File: config.mk
export PLATFORM = sky130hd
export DESIGN_NAME = uart_baud_driver
export DESIGN_NICKNAME = d
export VERILOG_FILES = /design/src/rtl/uart_baud_driver.sv
export SDC_FILE = /design/constraint.sdc
export NUM_CORES = 1
export LEC_CHECK = 0
export CAP_MARGIN = 20
export CORE_AREA = 2 2 119 121
export DETAILED_ROUTE_END_ITERATION = 16
export DIE_AREA = 0 0 121 123
export PLACE_DENSITY_LB_ADDON = 0.2
export SYNTH_ARGS = -nofsm -noshare
export SYNTH_HDL_FRONTEND = slang
export SYNTH_SLANG_ARGS = --single-unit
File: constraint.sdc
create_clock -name clk -period 4.5 [get_ports clk]
set_input_delay 0.675 -clock clk [delete_from_list [all_inputs] [get_ports clk]]
set_output_delay 0.675 -clock clk [all_outputs]
set_load 0.005 [all_outputs]
File: src/rtl/uart_baud_driver.sv
// -----------------------------------------------------------------------------
// uart_baud_driver
//
// Bench-side UART transmitter. Bytes queued through a small FIFO are sent as
// 8N1 frames (start bit, 8 data bits LSB first, one stop bit) on uart_tx.
// Frames go out back to back while the FIFO holds data. The bit period is
// derived exactly as in uart_baud_monitor, so driver->monitor loopback lines
// up bit for bit.
//
// Parameters
//   CLK_FREQ_MHZ  system clock frequency in MHz
//   BAUD_RATE     line rate in bit/s
//   OVERSAMPLE    divider ticks per bit
//   FIFO_DEPTH    queued bytes (power of 2, >= 2)
//
// Ports
//   clk         in   system clock, rising edge
//   reset       in   synchronous, active-low reset
//   in_valid    in   byte offered this cycle
//   in_byte     in   byte to send (sampled only on a push)
//   in_ready    out  FIFO not full; push = in_valid & in_ready
//   uart_tx     out  serial line, idle high
//   busy        out  frame in progress or FIFO non-empty
//   frame_done  out  one-cycle pulse during the last clock of each stop bit
//   fifo_count  out  bytes queued, excluding the byte being shifted
// -----------------------------------------------------------------------------
module uart_baud_driver #(
  parameter int CLK_FREQ_MHZ = 27,
  parameter int BAUD_RATE    = 115200,
  parameter int OVERSAMPLE   = 16,
  parameter int FIFO_DEPTH   = 16
) (
  input  logic                          clk,
  input  logic                          reset,
  input  logic                          in_valid,
  input  logic [7:0]                    in_byte,
  output logic                          in_ready,
  output logic                          uart_tx,
  output logic                          busy,
  output logic                          frame_done,
  output logic [$clog2(FIFO_DEPTH):0]   fifo_count
);

  // Divider derivation shared with the monitor; floor, but never below 1.
  localparam int TICK_RAW = (CLK_FREQ_MHZ * 1000000) / (BAUD_RATE * OVERSAMPLE);
  localparam int TICK_DIV = (TICK_RAW < 1) ? 1 : TICK_RAW;

  localparam int DIV_W = $clog2(TICK_DIV + 1);
  localparam int TCK_W = $clog2(OVERSAMPLE + 1);
  localparam int PTR_W = $clog2(FIFO_DEPTH);
  localparam int CNT_W = PTR_W + 1;

  localparam logic [DIV_W-1:0] DIV_LAST = DIV_W'(TICK_DIV - 1);
  localparam logic [TCK_W-1:0] TCK_LAST = TCK_W'(OVERSAMPLE - 1);
  localparam logic [CNT_W-1:0] FULL_CNT = CNT_W'(FIFO_DEPTH);

  typedef enum logic [1:0] {
    IDLE  = 2'd0,
    START = 2'd1,
    DATA  = 2'd2,
    STOP  = 2'd3
  } state_e;

  // Control state
  state_e           state_q, state_d;
  logic [DIV_W-1:0] div_q, div_d;
  logic [TCK_W-1:0] tick_q, tick_d;
  logic [2:0]       bit_q, bit_d;
  logic             tx_q, tx_d;
  logic             done_q, done_d;
  logic [PTR_W-1:0] wr_ptr_q, wr_ptr_d;
  logic [PTR_W-1:0] rd_ptr_q, rd_ptr_d;
  logic [CNT_W-1:0] cnt_q, cnt_d;

  // Datapath state
  logic [7:0]       shift_q, shift_d;
  logic [7:0]       mem_q [FIFO_DEPTH];

  logic             push;
  logic             pop;
  logic             bit_end;
  logic             fifo_nonempty;
  logic [7:0]       head_byte;

  // in_ready depends on registered state only, so a pop in the same cycle
  // never lets a push into a full FIFO.
  assign in_ready      = (cnt_q != FULL_CNT);
  assign push          = in_valid && in_ready;
  assign fifo_nonempty = (cnt_q != '0);
  assign head_byte     = mem_q[rd_ptr_q];

  // Last clock of the current bit period: both counters at their final value.
  assign bit_end = (div_q == DIV_LAST) && (tick_q == TCK_LAST);

  assign uart_tx    = tx_q;
  assign frame_done = done_q;
  assign fifo_count = cnt_q;
  assign busy       = (state_q != IDLE) || fifo_nonempty;

  // ---------------------------------------------------------------------------
  // Next-state logic: bit timing and frame sequencing
  // ---------------------------------------------------------------------------
  always_comb begin
    state_d = state_q;
    div_d   = div_q;
    tick_d  = tick_q;
    bit_d   = bit_q;
    tx_d    = tx_q;
    shift_d = shift_q;
    pop     = 1'b0;
    done_d  = 1'b0;

    // Counters run only inside a frame. At bit_end both wrap to zero, which is
    // exactly the state a new bit (or a back-to-back start bit) needs.
    if (state_q != IDLE) begin
      if (div_q == DIV_LAST) begin
        div_d  = '0;
        tick_d = (tick_q == TCK_LAST) ? '0 : tick_q + TCK_W'(1);
      end else begin
        div_d = div_q + DIV_W'(1);
      end
    end

    case (state_q)
      IDLE: begin
        tx_d   = 1'b1;
        div_d  = '0;
        tick_d = '0;
        if (fifo_nonempty) begin
          pop     = 1'b1;
          shift_d = head_byte;
          tx_d    = 1'b0;
          state_d = START;
        end
      end

      START: begin
        if (bit_end) begin
          tx_d    = shift_q[0];
          shift_d = {1'b0, shift_q[7:1]};
          bit_d   = 3'd0;
          state_d = DATA;
        end
      end

      DATA: begin
        if (bit_end) begin
          if (bit_q == 3'd7) begin
            tx_d    = 1'b1;
            state_d = STOP;
          end else begin
            tx_d    = shift_q[0];
            shift_d = {1'b0, shift_q[7:1]};
            bit_d   = bit_q + 3'd1;
          end
        end
      end

      STOP: begin
        if (bit_end) begin
          if (fifo_nonempty) begin
            // Chain straight into the next start bit, no idle gap.
            pop     = 1'b1;
            shift_d = head_byte;
            tx_d    = 1'b0;
            state_d = START;
          end else begin
            state_d = IDLE;
          end
        end
      end

      default: begin
        tx_d    = 1'b1;
        state_d = IDLE;
      end
    endcase

    // frame_done is registered, so it is raised on the edge that enters the
    // final clock of the stop bit, i.e. when the next counter values are final.
    done_d = (state_d == STOP) && (div_d == DIV_LAST) && (tick_d == TCK_LAST);
  end

  // ---------------------------------------------------------------------------
  // FIFO bookkeeping
  // ---------------------------------------------------------------------------
  always_comb begin
    wr_ptr_d = wr_ptr_q;
    rd_ptr_d = rd_ptr_q;
    cnt_d    = cnt_q;

    // Pointers wrap naturally because FIFO_DEPTH is a power of two.
    if (push) begin
      wr_ptr_d = wr_ptr_q + PTR_W'(1);
    end
    if (pop) begin
      rd_ptr_d = rd_ptr_q + PTR_W'(1);
    end

    case ({push, pop})
      2'b10:   cnt_d = cnt_q + CNT_W'(1);
      2'b01:   cnt_d = cnt_q - CNT_W'(1);
      default: cnt_d = cnt_q;
    endcase
  end

  // ---------------------------------------------------------------------------
  // Control registers
  // ---------------------------------------------------------------------------
  always_ff @(posedge clk) begin
    if (!reset) begin
      state_q  <= IDLE;
      div_q    <= '0;
      tick_q   <= '0;
      bit_q    <= '0;
      tx_q     <= 1'b1;
      done_q   <= 1'b0;
      wr_ptr_q <= '0;
      rd_ptr_q <= '0;
      cnt_q    <= '0;
    end else begin
      state_q  <= state_d;
      div_q    <= div_d;
      tick_q   <= tick_d;
      bit_q    <= bit_d;
      tx_q     <= tx_d;
      done_q   <= done_d;
      wr_ptr_q <= wr_ptr_d;
      rd_ptr_q <= rd_ptr_d;
      cnt_q    <= cnt_d;
    end
  end

  // ---------------------------------------------------------------------------
  // Data registers: contents are only meaningful behind valid control state
  // ---------------------------------------------------------------------------
  always_ff @(posedge clk) begin
    shift_q <= shift_d;
    if (push) begin
      mem_q[wr_ptr_q] <= in_byte;
    end
  end

endmodule

**Yosys cells after proc, flatten, opt, wreduce, memory -nomap -nowiden**

Memories as Yosys holds them, arrays and structs flattened. A register that Yosys moved wholly into a read port is not among the register bits.
Index checks and enable logic that the tools add are counted.
Widths: inputs -> output; s select.

- Memories kept: 1
- Output and inout bits: 9
- Word-level logic and storage cells: 87
- Bits of input ports: 11
- Register bits after elaboration: 37
- Memory bits (writable): 128

- Muxes and demuxes: 39
- Reduce and logical (&&, ||, !) cells: 13
- Eq/ne operators: 17
- $add $sub $neg: 7

Memory list:

| name | words | bits a word | rd ports | clocked after memory_dff | write ports | RTL line | RTL |
|---|---|---|---|---|---|---|---|
| mem_q | 16 | 8 | 1 | 1 | 1 | 77 | `logic [7:0] mem_q [FIFO_DEPTH];` |

Operator list:

| operator | count |
|---|---|
| $mux 8 | 5 |
| $pmux 8 s4 | 1 |
| $mux 4 | 5 |
| $mux 5 | 4 |
| $add 4x1->4 const B | 3 |
| $reduce_and 4->1 | 3 |
| $mux 1 | 11 |
| $add 5x1->5 const B | 2 |
| $eq 5x4->1 const B | 2 |
| $mux 2 | 5 |
| $ne 2x2->1 const B | 5 |
| $pmux 5 s2 | 1 |
| $mux 3 | 3 |
| $eq 2x2->1 const B | 4 |
| $eq 4x4->1 const B | 2 |
| $pmux 2 s4 | 1 |
| $pmux 3 s2 | 1 |
| $reduce_bool 2->1 | 3 |
| $ne 5x5->1 const B | 1 |
| $reduce_bool 5->1 | 1 |
| $sub 5x1->5 const B | 1 |
| $eq 2x1->1 const B | 2 |
| $logic_and 1x1->1 | 4 |
| $pmux 1 s4 | 1 |
| 5 further kinds | 5 |

**Longest topological paths before layout**

Gate-level depths: netlist of run 1.

- Word-level depth: 7
- Mapped depth: 15
- Depth with buffers taken out: 14

**Worst setup path after synthesis of run 1**

OpenSTA, ideal clock, no wires.

- Path type: flip-flop to flip-flop
- From: reg cnt_q[1], in the netlist fifo_count[1]
- To: reg cnt_q[4], in the netlist fifo_count[4]
- Path buffers: 2
- Period minus slack after synthesis: 3.216 ns
- Arrival time: 3.146 ns
- Slack: 1.284 ns
- Cell stages (with the launch flop): 15
- Path through: dfxtp_1 -> buf_6 -> or4_1 -> o21ai_0 -> nor2_1 -> ha_1 -> buf_2 -> xor2_1 -> ha_1 -> and4b_1 -> a31oi_1 -> o41ai_2 -> xnor2_1 -> or3_1 -> a21boi_1

- Cells in the longest elaborated chain, start to end: 6
- Elaborated cells between the ends (all ways): 12
- Classes of those cells: add/sub (2); eq/ne (3); mux (4); reduce/logical (3)

Ends and longest elaborated chain:

| element | RTL line | RTL |
|---|---|---|
| start: declaration | 73 | `logic [CNT_W-1:0] cnt_q, cnt_d;` |
| start signal: assignment | 230 | `cnt_q <= cnt_d;` |
| $reduce_bool 5->1 * | 89 | `assign fifo_nonempty = (cnt_q != '0);` |
| $mux 1 * | 129, 161 |  |
| $mux 1 | 160 | `if (bit_end) begin` |
| $pmux 1 s2 * | 124 | `case (state_q)` |
| via pop | 80 | `logic pop;` |
| $eq 2x1->1 or $eq 2x2->1 (tied branches) | 200 | `case ({push, pop})` |
| $pmux 5 s2 or $reduce_bool 2->1 (tied branches) | -- |  |

The timed path passes the listed nets; every way through them passes the cells marked *.
A chain may end at the register's enable or synchronous reset.

**Worst setup path after layout of run 1**

- From: reg state_q[0]
- To: reg cnt_q[4], in the netlist fifo_count[4]

- Cells in the longest elaborated chain, start to end: 4
- Elaborated cells between the ends (all ways): 7
- Classes of those cells: eq/ne (3); mux (2); reduce/logical (2)

Ends and longest elaborated chain:

| element | RTL line | RTL |
|---|---|---|
| start: declaration | 65 | `state_e state_q, state_d;` |
| start signal: assignment | 222 | `state_q <= state_d;` |
| $eq 2x2->1 or $logic_not 2->1 (tied branches) | 124 |  |
| $pmux 1 s2 * | 124 |  |
| via pop | 80 |  |
| $eq 2x1->1 or $eq 2x2->1 (tied branches) | 200 |  |
| $pmux 5 s2 or $reduce_bool 2->1 (tied branches) | -- |  |

Marked as above.

==> flow_summary.ini, run 1 <==
[status]
run_status = finished clean

[grt]
globalRoute.totalOverflow = 0
grt_util_all_layers = 0.179
grt_pass1_vias = 3679
use_met3 = 0.0470
grt_antenna_before_repair = 0
grt_pass1_wl_um = 19500
global_route.peak_usage_layer = met2
met2_usage = 0.295
grt_start_max_net_pins = 33
grt_util_met1 = 0.230

[cts]
clk_pin_slew_ns = 0.06
h_tree_depth = 4
clock_sink_count = 169
root_buffer = sky130_fd_sc_hd__clkbuf_16
cts_hold_repair.buffers = 0
cts_tree = built
cts.repair_timing.setup_buffer_count = 0
max-clock-path-buffers = 2
ctsResizeCount = 0
cts-buffers-inserted = 17
insertion_delay_ns = 0.42

[power_and_ir_drop]
power.share.sequential = 0.435
clkPwrFrac = 0.329
power_report.internal_total_uw = 3280
ir_drop_uv = 429
power-per-cell-area_mw_per_mm2 = 566
switching_share = 0.277
power.leakage_uw = 0.00261
net-switching-power_uw = 1260
share_comb_of_total_power = 0.236

[worst_setup_path]
worst_setup_path_end_kind = register
worst_ep_arrival_time_ns = 4.06
cp_max_fo = 11
timing.critical_path.required_ns = 4.85
cp-start-kind = register
critical_path_class = reg -> reg

[sta]
clock.fmax_ghz = 0.270
totalNegativeSetupSlack_ns = 0
setup_slack_ns = 0.792
finalHoldViolations = 0
max-slew-margin-rel = 0.292
rsz0062_at_grt = false
fin_crit_sh = 0.824
final_critical_period_ns = 3.71
finClkSkew_ns = 0.00890
tightest_slew_ns = 1.05
setup_viol = 0
drv_slew = 0

[die]
coreArea_mm2 = 0.0136
top_level_ports = 20
initial_core_utilization = 0.519
row_count = 43
dieArea_mm2 = 0.0149
die-width_um = 121
chipHeight_um = 123

[detailed_routing]
dr.first_iter.drc_count = 393
vias = 3647
ant_nets_after_route = 0
route.detailed.drc = 0
drt_pass1_iterations = 4
routed_wl_um = 12100
routedWlPerCell_um = 18.6
post_drt_via_cell_ratio = 5.60

[synthesis]
synth_seq_area_share = 0.672
syn_area_per_cell_um2 = 16.0
synth_top_flop_cell = sky130_fd_sc_hd__edfxtp_1
yosysUniqueCellTypes = 47
netlist.area_leader.share = 0.579
ys_ff_latch = 169
synth_edf_count = 136
synth_warnings = 0
ranking_of_synthesized_cells_by_instance_count = sky130_fd_sc_hd__edfxtp_1, sky130_fd_sc_hd__mux4_2, sky130_fd_sc_hd__nand2_1
post_synth_instance_area_mm2 = 0.00706
synthDominantAreaCellType = sky130_fd_sc_hd__edfxtp_1
postSynthNetCount = 466
synth_top_cells_by_area = sky130_fd_sc_hd__edfxtp_1, sky130_fd_sc_hd__mux4_2, sky130_fd_sc_hd__dfxtp_1
syn-instance-count = 441
share_of_flip_flops_with_an_asynchronous_set_or_reset = 0
synthMostInstantiatedCell = sky130_fd_sc_hd__edfxtp_1

[final_layout]
instances_no_fill = 651
multi_input_area_mm2 = 0.00216
syn_to_final_growth_pct = 13.4
utilization = 0.588
register_area_mm2 = 0.00475
num-nets-final = 484
number_of_filler_cells_placed_in_the_layout = 1030
diodes = 0
final_layout_size_suffix_gt1_frac = 0.170

[place]
quantity_of_i_o_buffers_inserted_on_ports = 19
preCtsSetupSlack_ns = 0.848
post-place-cells = 620
hpwl_um = 8210
place.gp.congestion = 0.860

[job]
drv_cap = 0

[hold_path]
class_of_the_tightest_hold_or_removal_check = reg -> reg
==> cell usage in the layout (no fill, tap or decap), drive strengths merged, types with 3 or more instances in the layout <==
cell / n
ha: 14
bufinv: 4
edfxtp: 136
clkbuf: 18
buf: 7
nor2b: 8
nor3: 8
clkinv: 6
mux2i: 3
clkinvlp: 3
inv: 7
nor2: 27
xor2: 5
and2: 8
nand2b: 5
nand3: 9
mux4: 40
or3: 3
a21oi: 10
nand2: 35
clkdlybuf4s50: 19
and3: 3
nand4b: 3
xnor2: 9
o21ai: 13
dfxtp: 33
a21boi: 5
nand4: 6
==> cells by family (layout without fill, tap and decap cells) <==
family          count (synthesis)  count (layout)  share of synthesized area
xor+xnor                       14              14                     0.0174
fa+ha+maj                      14              14                     0.0248
flops                         169             169                      0.672
mux                            43              43                      0.132
simple gates                  125             125                     0.0902
compound gates                 42              42                     0.0418
buf+inv                        34              64                     0.0218
==> per-stage QoR <==
step | instance area (µm²) | hold slack, ns | power, µW
4_1_cts | 8010 | 0.483 | 4580
5_1_grt | 8010 | 0.518 | 4760
3_5_place_dp | 7400 | 0.474 | 3080
6_report | 8010 | 0.474 | 4540
2_1_floorplan | 7060 | 0.440 | 2770
3_3_place_gp | 7400 | 0.451 | 3040
==> worst max-delay path, cell delays in order, from the launching register on <==
cell and delay (ns):
sky130_fd_sc_hd__dfxtp_1 0.42, sky130_fd_sc_hd__inv_1 0.10, sky130_fd_sc_hd__ha_1 0.44, sky130_fd_sc_hd__clkinv_1 0.19
sky130_fd_sc_hd__o21ai_0 0.21, sky130_fd_sc_hd__nor2_1 0.41, sky130_fd_sc_hd__ha_1 0.47, sky130_fd_sc_hd__xor2_1 0.12
sky130_fd_sc_hd__ha_1 0.22, sky130_fd_sc_hd__and4b_1 0.18, sky130_fd_sc_hd__a31oi_1 0.17, sky130_fd_sc_hd__o41ai_2 0.11
sky130_fd_sc_hd__xnor2_1 0.14, sky130_fd_sc_hd__or3_1 0.31, sky130_fd_sc_hd__a21boi_1 0.13
==> per-layer routing <==
layer / vias up / part of all wire
li1: 1729 / -
met1: 1838 / 0.45
met2: 74 / 0.51
met3: 6 / 0.036
met4: 0 / 0.0078
met5: - / 0
==> power groups by stage <==
stage                     Clock (µW)  Combinational [µW]  Sequential [µW]
after floorplan                    0                 831             1940
after global placement             0                1040             2000
after detailed placement           0                1070             2010
after CTS                       1520                1080             1980
after global routing            1580                1190             2000
final                           1490                1070             1970
==> area by class of cell <==
class,count,area share
Sequential cell,169,0.593
Multi-Input combinational cell,238,0.270
Clock buffer,18,0.0536
Timing Repair Buffer,26,0.0303
Tap cell,180,0.0281
Clock inverter,13,0.0222
Inverter,7,0.00328
==> worst paths after layout <==
| path | from | to | slack [ns] | cells after the start |
|---|---|---|---|---|
| setup / recovery | state_q[0] | fifo_count[4] | 0.79 | 14 |
| hold / removal | bit_q[1] | bit_q[1] | 0.47 | 2 |
| setup reg to reg | state_q[0] | fifo_count[4] | 0.79 | 14 |
| hold reg to reg | bit_q[1] | bit_q[1] | 0.47 | 2 |
==> sequential cells by signal, indices dropped and copies added (netlist names), named ones only <==
| name | count |
|---|---|
| rd_ptr_q | 4 |
| shift_q | 8 |
| state_q | 2 |
| div_q | 4 |
| bit_q | 3 |
| wr_ptr_q | 4 |
| uart_tx | 1 |
| mem_q | 128 |
| frame_done | 1 |
| tick_q | 5 |
| fifo_count | 5 |
Power figures use the tool's default switching activity.
==> run 2, diff against run 1 <==
- clock period: 4.5 -> 3.5 ns (I/O delays scaled with it)
==> flow_summary.ini, run 2 (synthesis gave the netlist of run 1 again) <==
[status]
run_status = finished clean

[power_and_ir_drop]
power_report.internal_total_uw = 4160
power.leakage_uw = 0.00263
switching_share = 0.284
power.share.sequential = 0.438
ir_drop_uv = 529
clkPwrFrac = 0.312
net-switching-power_uw = 1650
power.total_uw = 5810
power-per-cell-area_mw_per_mm2 = 722
share_comb_of_total_power = 0.251

[grt]
grt_pass1_vias = 3846
grt_start_max_net_pins = 33
grt_antenna_before_repair = 0
grt_pass1_wl_um = 20500
globalRoute.totalOverflow = 0
grt_util_all_layers = 0.187

[worst_setup_path]
cp_max_fo = 9
critical_path.slowest_cell = sky130_fd_sc_hd__dfxtp_1
path_depth = 15
worst-path-buf-inv = 3
rr_startpoint = state_q[0]
worst_ep_arrival_time_ns = 3.44
worst_setup_path_end_kind = register
critical_path.most_common_cell = sky130_fd_sc_hd__ha_1
setup.reg_to_reg.worst_slack_ns = 0.41
timing.critical_path.required_ns = 3.85
timing.critical_path.slowest_cell_delay_ns = 0.42
rr_worst_depth = 15
worst_r2r_endpoint = fifo_count[4]
cp_top_family = adder cells
critical_path_class = reg -> reg
cp-start-kind = register
timing.critical_path.cells = inv_1, ha_1, clkinv_1, o21ai_0, buf_4, nor2_1, ha_1, xor2_1, ha_1, and4b_1, a31oi_1, o41ai_2, xnor2_1, or3_1, a21boi_1

[place]
place.gp.congestion = 0.839
quantity_of_i_o_buffers_inserted_on_ports = 19
hpwl_um = 8500
post-place-cells = 627

[cts]
ctsResizeCount = 0
cts-buffers-inserted = 17
cts.repair_timing.setup_buffer_count = 0
clk_pin_slew_ns = 0.06
h_tree_depth = 4
clock_sink_count = 169
cts_tree = built
cts_hold_repair.buffers = 0
root_buffer = sky130_fd_sc_hd__clkbuf_16
insertion_delay_ns = 0.42
max-clock-path-buffers = 2

[hold_path]
timing.hold.worst_path_depth = 2
holdPathEnd = bit_q[1]
hold_path_startpoint = bit_q[1]
class_of_the_tightest_hold_or_removal_check = reg -> reg

[die]
row_count = 43
die-width_um = 121
initial_core_utilization = 0.519
dieArea_mm2 = 0.0149
top_level_ports = 20
coreArea_mm2 = 0.0136
chipHeight_um = 123

[final_layout]
syn_to_final_growth_pct = 13.9
top_regs = mem_q x128, shift_q x8
final_layout_size_suffix_gt1_frac = 0.182
max_flop_register = mem_q
most_common_cell_after_layout_fill_and_taps_aside = sky130_fd_sc_hd__edfxtp_1
flip_flop_count_of_the_largest_register_after_layout = 128
commonest_non_fill_non_tap_cells_in_the_layout = sky130_fd_sc_hd__edfxtp_1, sky130_fd_sc_hd__mux4_2, sky130_fd_sc_hd__nand2_1
instances_no_fill = 659
diodes = 0
number_of_filler_cells_placed_in_the_layout = 1022
num-nets-final = 491

[detailed_routing]
dr.first_iter.drc_count = 298
route.detailed.drc = 0
routedWlPerCell_um = 18.9
vias = 3666
post_drt_via_cell_ratio = 5.56
drt_pass1_iterations = 4
routed_wl_um = 12500
ant_nets_after_route = 0

[sta]
final_critical_period_ns = 3.09
finClkSkew_ns = 0.00938
max-slew-margin-rel = 0.457
setup_viol = 0
finalHoldViolations = 0
fin_crit_sh = 0.882
totalNegativeSetupSlack_ns = 0
drv_slew = 0
rsz0062_at_grt = false
tightest_slew_ns = 0.812
clock.fmax_ghz = 0.324

[job]
drv_cap = 0
[run 2: changes by cell type in the layout (fill, tap and decap cells not counted), sizes merged]
cell	previous run	this run
clkinvlp	3	2
clkinv	6	7
buf	7	14
bufinv	4	2
inv	7	10
[run 2: how the worst max path moves through the flow]
stage / start / to / slack, ns
global route: state_q[0] / fifo_count[4] / 0.12
global placement: state_q[0] / fifo_count[4] / 0.53
detailed placement: state_q[0] / fifo_count[4] / 0.43
floorplan: fifo_count[1] / fifo_count[4] / 0.28
CTS: state_q[0] / fifo_count[4] / 0.43
finish: state_q[0] / fifo_count[4] / 0.41
[run 2: routing by layer]
layer	track usage	share of wire	vias up
met5	0	0	-
met4	0.0538	0.0059	0
met3	0.0535	0.037	6
met2	0.313	0.52	54
met1	0.240	0.44	1858
li1	-	-	1748
[run 2: final cells by class]
class                   count  area (µm²)  area share
inverters                   7        26.3     0.00327
multi-input cells         238        2160       0.269
clock buffers              18         429      0.0534
well taps                 180         225      0.0280
repair buffers             33         308      0.0383
flip-flops and latches    169        4750       0.590
clock inverters            14         144      0.0179
[run 2: stage by stage]
stage	instance area, µm²	utilization	hold slack [ns]	worst slack (ns)
3_3_place_gp	7470	0.548	0.449	0.533
6_report	8040	0.591	0.473	0.414
4_1_cts	8040	0.591	0.474	0.431
2_1_floorplan	7060	-	0.440	0.284
5_1_grt	8040	0.591	0.510	0.125
3_5_place_dp	7470	0.548	0.464	0.435
[run 2: worst reg2reg max path, cell delays in order (launching register included)]
cell                       delay, ns
sky130_fd_sc_hd__dfxtp_1        0.42
sky130_fd_sc_hd__inv_1          0.10
sky130_fd_sc_hd__ha_1           0.31
sky130_fd_sc_hd__clkinv_1       0.22
sky130_fd_sc_hd__o21ai_0        0.15
sky130_fd_sc_hd__buf_4          0.15
sky130_fd_sc_hd__nor2_1         0.05
sky130_fd_sc_hd__ha_1           0.22
sky130_fd_sc_hd__xor2_1         0.15
sky130_fd_sc_hd__ha_1           0.22
sky130_fd_sc_hd__and4b_1        0.18
sky130_fd_sc_hd__a31oi_1        0.17
sky130_fd_sc_hd__o41ai_2        0.11
sky130_fd_sc_hd__xnor2_1        0.14
sky130_fd_sc_hd__or3_1          0.31
sky130_fd_sc_hd__a21boi_1       0.13
[run 2: power groups by stage]
stage               combinational (µW)  sequential (µW)  clock, µW
floorplan                         1070             2500          0
detailed placement                1460             2590          0
global placement                  1420             2580          0
CTS                               1460             2550       1860
finish                            1460             2540       1810
global route                      1620             2570       1930
==> run 3, diff against run 2 <==
- CAP_MARGIN: 20 -> 25
- clock period: 3.5 -> 3.2 ns (I/O delays scaled with it)
==> flow_summary.ini, run 3 (synthesis gave the netlist of run 1 again) <==
[final_layout]
max_flop_register = mem_q
commonest_non_fill_non_tap_cells_in_the_layout = sky130_fd_sc_hd__edfxtp_1, sky130_fd_sc_hd__mux4_2, sky130_fd_sc_hd__nand2_1
diodes = 0
flip_flop_count_of_the_largest_register_after_layout = 128
number_of_filler_cells_placed_in_the_layout = 979
top_regs = mem_q x128, shift_q x8
final_layout_size_suffix_gt1_frac = 0.217
most_common_cell_after_layout_fill_and_taps_aside = sky130_fd_sc_hd__edfxtp_1
syn_to_final_growth_pct = 15.9
num-nets-final = 510
stdcell_area_mm2 = 0.00818

[worst_setup_path]
critical_path_class = reg -> reg
worst_setup_path_end_kind = register
timing.critical_path.required_ns = 3.55
setup.reg_to_reg.worst_slack_ns = 0.27
timing.critical_path.cells = ha_1, and3_1, a41oi_4, nor2_1, ha_1, xor2_1, ha_1, and4b_1, a31oi_1, o41ai_2, xnor2_1, or3_1, a21boi_1
cp-start-kind = register
timing.critical_path.slowest_cell_delay_ns = 0.36
critical_path.most_common_cell = sky130_fd_sc_hd__ha_1
cp_top_family = simple AND/OR/NAND/NOR gates
worst-path-buf-inv = 0
crit_path_start = tick_q[0]
cp_max_fo = 5
rr_startpoint = tick_q[0]
critical_path.slowest_cell = sky130_fd_sc_hd__dfxtp_1
worst_ep_arrival_time_ns = 3.28

[detailed_routing]
routed_wl_um = 12300
ant_nets_after_route = 0
route.detailed.drc = 0
drt_pass1_iterations = 5
post_drt_via_cell_ratio = 5.56
dr.first_iter.drc_count = 291
routedWlPerCell_um = 18.2
vias = 3769

[cts]
max-clock-path-buffers = 2
root_buffer = sky130_fd_sc_hd__clkbuf_16
clk_pin_slew_ns = 0.06
cts_hold_repair.buffers = 0
cts.repair_timing.setup_buffer_count = 0
h_tree_depth = 4
ctsResizeCount = 0
cts-buffers-inserted = 17
clock_sink_count = 169
insertion_delay_ns = 0.42
cts_tree = built

[sta]
rsz0062_at_grt = false
finClkSkew_ns = 0.0102
max-slew-margin-rel = 0.616
clock.fmax_ghz = 0.342
totalNegativeSetupSlack_ns = 0
fin_crit_sh = 0.915
finalHoldViolations = 0
tightest_slew_ns = 0.574
final_critical_period_ns = 2.93
timing.hold.ws_ns = 0.475
drv_slew = 0
setup_viol = 0

[die]
row_count = 43
top_level_ports = 20
chipHeight_um = 123
die-width_um = 121
initial_core_utilization = 0.519
coreArea_mm2 = 0.0136
dieArea_mm2 = 0.0149

[grt]
use_met3 = 0.0475
grt_start_max_net_pins = 33
grt_util_met1 = 0.236
met2_usage = 0.306
grt_pass1_wl_um = 20000
grt_util_all_layers = 0.183
global_route.peak_usage_layer = met2
globalRoute.totalOverflow = 0
grt_pass1_vias = 3739
grt_antenna_before_repair = 0

[place]
place.gp.congestion = 0.775
place_area_mm2 = 0.00760
hpwl_um = 8600
quantity_of_i_o_buffers_inserted_on_ports = 19

[status]
run_status = finished clean

[power_and_ir_drop]
power-per-cell-area_mw_per_mm2 = 788
power.leakage_uw = 0.00274
ir_drop_uv = 617

[hold_path]
class_of_the_tightest_hold_or_removal_check = reg -> reg
hold_path_startpoint = bit_q[2]

[job]
drv_cap = 0
## run 3: path summary, 6_finish.rpt
| check | depth (start not counted) | to |
|---|---|---|
| worst min register to register | 2 | bit_q[2] |
| worst max register to register | 13 | fifo_count[4] |
| worst min-delay path | 2 | bit_q[2] |
| worst max-delay path | 13 | fifo_count[4] |
## run 3: report_power, final
| group | switching, µW | internal [µW] |
|---|---|---|
| combinational | 842 | 831 |
| clock | 855 | 1170 |
| sequential | 146 | 2610 |
| total | 1840 | 4600 |
## run 3: final cells by class
cell class | instances | area, µm² | area share
Clock buffer | 17 | 425 | 0.0520
Clock inverter | 15 | 163 | 0.0199
Inverter | 7 | 26.3 | 0.00321
Multi-Input combinational cell | 238 | 2160 | 0.264
Timing Repair Buffer | 52 | 438 | 0.0535
Sequential cell | 169 | 4750 | 0.580
Tap cell | 180 | 225 | 0.0275
## run 3: layer usage
layer | vias up | part of all wire
met5 | - | 0
met4 | 0 | 0.0060
met3 | 6 | 0.040
met2 | 78 | 0.52
met1 | 1895 | 0.43
li1 | 1790 | -
## run 3: through the flow
stage | cells | util | setup WS (ns) | power [µW]
5_1_grt | 678 | 0.601 | 0.0580 | 6790
2_1_floorplan | 441 | - | 0.113 | 3900
6_report | 678 | 0.601 | 0.273 | 6450
4_1_cts | 678 | 0.601 | 0.277 | 6510
3_3_place_gp | 646 | 0.558 | 0.355 | 4440
3_5_place_dp | 646 | 0.558 | 0.294 | 4480
## run 3: worst register-to-register path: stages, from the launching register on
cell,delay [ns]
sky130_fd_sc_hd__dfxtp_1,0.36
sky130_fd_sc_hd__ha_1,0.22
sky130_fd_sc_hd__and3_1,0.24
sky130_fd_sc_hd__a41oi_4,0.33
sky130_fd_sc_hd__nor2_1,0.11
sky130_fd_sc_hd__ha_1,0.22
sky130_fd_sc_hd__xor2_1,0.15
sky130_fd_sc_hd__ha_1,0.20
sky130_fd_sc_hd__and4b_1,0.18
sky130_fd_sc_hd__a31oi_1,0.17
sky130_fd_sc_hd__o41ai_2,0.10
sky130_fd_sc_hd__xnor2_1,0.14
sky130_fd_sc_hd__or3_1,0.30
sky130_fd_sc_hd__a21boi_1,0.14
